===== config.mk =====
export PLATFORM = sky130hd
export DESIGN_NAME = dff_mem_ctrl
export DESIGN_NICKNAME = d
export VERILOG_FILES = /design/src/rtl/dff_mem_ctrl.sv
export SDC_FILE = /design/constraint.sdc
export NUM_CORES = 1
export LEC_CHECK = 0
export BUFFER_PORTS_ARGS = -buffer_cell sky130_fd_sc_hd__buf_2
export CORE_MARGIN = 2
export CORE_UTILIZATION = 50
export DETAILED_ROUTE_END_ITERATION = 12
export PLACE_DENSITY_LB_ADDON = 0.05
export SLEW_MARGIN = 10
export SYNTH_ARGS = -nofsm -noshare
export SYNTH_HDL_FRONTEND = slang
export SYNTH_SLANG_ARGS = --single-unit

===== constraint.sdc =====
create_clock -name clk -period 4.3 [get_ports clk]
set_input_delay 0.215 -clock clk [delete_from_list [all_inputs] [get_ports clk]]
set_output_delay 0.215 -clock clk [all_outputs]
set_load 0.1 [all_outputs]

===== src/rtl/dff_mem_ctrl.sv =====
// Command-driven initiator for a byte-wide DFF RAM port.
// Accepts write/read/fill/dump commands, drives the RAM strobes, and returns
// read bytes on a valid/ready response channel. Every output is a flop.
module dff_mem_ctrl #(
    parameter int unsigned ADDR_W = 4,
    parameter int unsigned DATA_W = 8
) (
    input  logic              clk,
    input  logic              rst,
    // command channel
    input  logic              cmd_valid,
    output logic              cmd_ready,
    input  logic [1:0]        cmd_op,
    input  logic [ADDR_W-1:0] cmd_addr,
    input  logic [DATA_W-1:0] cmd_data,
    input  logic [ADDR_W-1:0] cmd_len,
    // response channel
    output logic              rsp_valid,
    input  logic              rsp_ready,
    output logic [DATA_W-1:0] rsp_data,
    // status
    output logic              done,
    output logic              busy,
    // RAM port
    output logic [ADDR_W-1:0] mem_addr,
    output logic [DATA_W-1:0] mem_wdata,
    output logic              mem_rin,
    output logic              mem_rout_n,
    input  logic [DATA_W-1:0] mem_rdata
);

    // cmd_op[1] selects a burst (fill/dump), cmd_op[0] selects the read direction
    typedef enum logic [2:0] {
        StIdle,
        StWr,
        StRd,
        StRdWait,
        StRsp
    } state_e;

    state_e              state_q, state_d;
    logic [ADDR_W-1:0]   cnt_q, cnt_d;
    logic [ADDR_W-1:0]   mem_addr_q, mem_addr_d;
    logic [DATA_W-1:0]   mem_wdata_q, mem_wdata_d;
    logic [DATA_W-1:0]   rsp_data_q, rsp_data_d;
    logic                cmd_ready_q, cmd_ready_d;
    logic                rsp_valid_q, rsp_valid_d;
    logic                done_q, done_d;
    logic                busy_q, busy_d;
    logic                mem_rin_q, mem_rin_d;
    logic                mem_rout_n_q, mem_rout_n_d;

    // Next-state sequencing; mem_addr_q/mem_wdata_q double as the burst pointers
    always_comb begin
        state_d     = state_q;
        cnt_d       = cnt_q;
        mem_addr_d  = mem_addr_q;
        mem_wdata_d = mem_wdata_q;
        rsp_data_d  = rsp_data_q;
        done_d      = 1'b0;

        unique case (state_q)
            StIdle: begin
                if (cmd_valid && cmd_ready_q) begin
                    mem_addr_d  = cmd_addr;
                    mem_wdata_d = cmd_data;
                    cnt_d       = cmd_op[1] ? cmd_len : '0;
                    state_d     = cmd_op[0] ? StRd : StWr;
                end
            end
            StWr: begin
                if (cnt_q != '0) begin
                    mem_addr_d  = mem_addr_q + ADDR_W'(1);
                    mem_wdata_d = mem_wdata_q + DATA_W'(1);
                    cnt_d       = cnt_q - ADDR_W'(1);
                end else begin
                    state_d = StIdle;
                    done_d  = 1'b1;
                end
            end
            StRd: begin
                state_d = StRdWait;
            end
            StRdWait: begin
                // RAM output is registered: valid the cycle after the read strobe
                rsp_data_d = mem_rdata;
                state_d    = StRsp;
            end
            StRsp: begin
                if (rsp_ready) begin
                    if (cnt_q != '0) begin
                        mem_addr_d = mem_addr_q + ADDR_W'(1);
                        cnt_d      = cnt_q - ADDR_W'(1);
                        state_d    = StRd;
                    end else begin
                        state_d = StIdle;
                        done_d  = 1'b1;
                    end
                end
            end
            default: begin
                state_d = StIdle;
            end
        endcase

        // Outputs are decoded from the next state so they land registered
        cmd_ready_d  = (state_d == StIdle);
        busy_d       = (state_d != StIdle);
        rsp_valid_d  = (state_d == StRsp);
        mem_rin_d    = (state_d == StRd);
        mem_rout_n_d = (state_d != StWr);
    end

    // State and output registers with synchronous reset
    always_ff @(posedge clk) begin
        if (rst) begin
            state_q      <= StIdle;
            cnt_q        <= '0;
            mem_addr_q   <= '0;
            mem_wdata_q  <= '0;
            rsp_data_q   <= '0;
            cmd_ready_q  <= 1'b0;
            rsp_valid_q  <= 1'b0;
            done_q       <= 1'b0;
            busy_q       <= 1'b0;
            mem_rin_q    <= 1'b0;
            mem_rout_n_q <= 1'b1;
        end else begin
            state_q      <= state_d;
            cnt_q        <= cnt_d;
            mem_addr_q   <= mem_addr_d;
            mem_wdata_q  <= mem_wdata_d;
            rsp_data_q   <= rsp_data_d;
            cmd_ready_q  <= cmd_ready_d;
            rsp_valid_q  <= rsp_valid_d;
            done_q       <= done_d;
            busy_q       <= busy_d;
            mem_rin_q    <= mem_rin_d;
            mem_rout_n_q <= mem_rout_n_d;
        end
    end

    assign cmd_ready  = cmd_ready_q;
    assign rsp_valid  = rsp_valid_q;
    assign rsp_data   = rsp_data_q;
    assign done       = done_q;
    assign busy       = busy_q;
    assign mem_addr   = mem_addr_q;
    assign mem_wdata  = mem_wdata_q;
    assign mem_rin    = mem_rin_q;
    assign mem_rout_n = mem_rout_n_q;

endmodule


==> reports/results.ini <==
[power]
seqPwrFrac_pct=37.5
intPower_w=0.000571
worst_ir_drop_vdd_mv=0.257
p_sw_share_pct=41.4
leakagePower_nw=0.900
combinationalPowerShare_pct=37.8
p_clk_share_pct=24.7
p_sw_w=0.000403
p_per_area_nw_per_um2=456

[placed_design]
gp_congestion=0.829
place.port_buffers=55
hpwlAfterDp_mm=2.76
placed_area_um2=2050

[critical_path]
end_kind=register
crit_type=register to register
cp-start-kind=register
worstPathCellList=xnor2_1, or2_2, and3_1, o311a_1
slowest_stage=dfxtp_1
cp_slowest_stage_delay_ps=770
critPathBufInv=0
crit_required_ps=4530
crit_fanout=17
crit_arrival_ps=2320
cpLargestDelayFamily=flip-flops

[clock_network]
cts_tree=yes
postCtsSetupBuffers=0
cts_hold_buf=0
root_buffer=clkbuf_4
cts_buffers=5
htreeDepth=2
clkLatencyLatePin_ps=330
cts_resized=0
cts_sinks=33
cts.path.max_buffers=2
clkTransAtPathRegs_ps=100

[yosys]
synth_seq_area_share_pct=36.6
synthTopCellsByArea=dfxtp_1 37%, nand2_1 5.0%, mux2i_1 3.9%
ys_warn_count=0
syn_inst=200
muxShareOfSynthArea_pct=5.76
synth_top_area_share_pct=36.6
syn_area_um2=1800
synthAdderAreaFrac_pct=2.08
ys_types=57
synth_xor_area_share_pct=0.486
ys_dominant_reg_cell=dfxtp_1
synth_top_family_by_area=simple AND/OR/NAND/NOR gates
yosysTopAreaCell=dfxtp_1
synth_edf_count=0
syn_area_per_cell_um2=9.01
yosys.area_share.simple_pct=24.6
ys_seq_elements=33
async_flop_share_pct=0
synth_compound_area_share_pct=24.3
syn_nets=233

[sta]
slew_headroom_pct=51.4
fin_crit_ps=2090
setup_viol=0
rsz0062_at_grt=no
post-route-period-util_pct=48.5
fin_worst_skew_ps=11.1
tightest_slew_ps=728
hold_viol=0
setup_tns_ps=0
finalMaxSlewViolations=0
fmax_mhz=479

[global_route]
grt_pass1_vias=1523
grt_max_degree=27
grt_pass1_wl_mm=6.67
antenna_found_initial=0
grt.overflow.total=0
grt.total_usage_pct=20.2

[final_layout]
syn_to_final_growth_pct=18.5
drive_above_1_share_pct=32.9
fin_area_um2=2140
diodes=0
final_nets=281

[status]
status=complete, no violations

[route]
viasPerCell=5.61
ant_nets=0
via_count=1655
wire_per_inst_um=13.0
drt_iter0_markers=103
drc_errors=0
drt-total-wl_mm=3.82
firstDrtPassIters=4

[floorplanning]
ios=56
core_area_um2=3390
fp.dieW_um=64.1
die_h_um=64.1
rows=21
start_util_pct=53.2
fp.dieArea_um2=4100

[hold_path]
worstHoldPathType=input port to register

[flow_run]
drv_cap=0

==> tightest hold or removal path, cell delays in order <==
cell	delay (ps)
buf_2	70
mux2i_1	50
nor2_1	70
==> metrics by stage <==
step           std cells  total power (W)  hold slack, ps  util (%)  setup slack [ps]
2_1_floorplan        200         0.000684             351         -              2010
3_3_place_gp         287         0.000740             457      60.5              2310
3_5_place_dp         287         0.000741             464      60.5              2230
4_1_cts              295         0.000981             115      63.0              2220
5_1_grt              295          0.00103             115      63.0              2060
6_report             295         0.000974             125      63.0              2210
==> state kept, by name, summed over array words and instances (netlist names) <==
register    cells
mem_addr        4
done            1
mem_rin         1
cmd_ready       1
rsp_valid       1
mem_rout_n      1
cnt_q           4
busy            1
mem_wdata       8
state_q         3
rsp_data        8
==> per-layer routing <==
layer,GRT usage [%],share of wire [%],vias up
met5,0,0,-
met4,4.89,0.89,0
met3,5.63,6.9,5
met2,33.7,47,48
met1,25.7,46,754
li1,-,-,848
==> placed cells by master, fill, tap and decap left out, drive strengths merged, types with 2 or more instances in the layout <==
cell type  synthesis  final
buf                9     55
dfxtp             33     33
nand2             24     24
nor2              18     18
a21oi              9      9
mux2i              8      8
o32ai              8      8
inv                7      7
a31oi              7      7
clkbuf             5      7
nand3              5      5
nor3               5      5
o21ai              4      4
a311oi             4      4
a22oi              4      4
nor3b              4      4
nor4               4      4
or2                3      3
ha                 3      3
and2               3      3
nand2b             2      2
a221oi             2      2
and3               2      2
o211ai             2      2
o41ai              2      2
nor4b              2      2
a2bb2oi            2      2
a211oi             2      2
==> power by group through the flow <==
stage,clock network [W],logic [W],registers (W)
after floorplan,0,0.000165,0.000519
after global placement,0,0.000368,0.000372
after detailed placement,0,0.000368,0.000373
after CTS,0.000247,0.000369,0.000366
after global routing,0.000262,0.000395,0.000372
final,0.000240,0.000369,0.000365
==> cell type report <==
| type | instances | area, µm² |
|---|---|---|
| fillers | 305 | 1250 |
| clock inverters | 1 | 30.0 |
| multi-input cells | 146 | 1030 |
| clock buffers | 7 | 55.1 |
| inverters | 7 | 26.3 |
| repair buffers | 55 | 275 |
| flip-flops and latches | 33 | 661 |
| well taps | 46 | 57.6 |
==> path summary, 6_finish.rpt <==
kind                                    from     endpoint  slack (ps)  cells after the start
worst max-delay path              state_q[2]     cnt_q[1]        2210                      4
worst min-delay path            mem_rdata[0]  rsp_data[0]         130                      3
worst max register to register    state_q[2]     cnt_q[1]        2210                      4
worst min register to register   rsp_data[7]  rsp_data[7]         500                      2
==> cells by family after synthesis <==
logic type / after synthesis
muxes: 9
DFF: 33
xor gates and xnor gates: 1
adders and majority gates: 3
AOI/OAI and AO/OA: 54
and+or+nand+nor: 79
buffers and inverters: 21
==> synth_stat cells (all sizes together) (5+ instances only) <==
master  count
a21oi       9
a31oi       7
buf         9
clkbuf      5
dfxtp      33
inv         7
mux2i       8
nand2      24
nand3       5
nor2       18
nor3        5
o32ai       8
(Power assumes the default switching activity.)
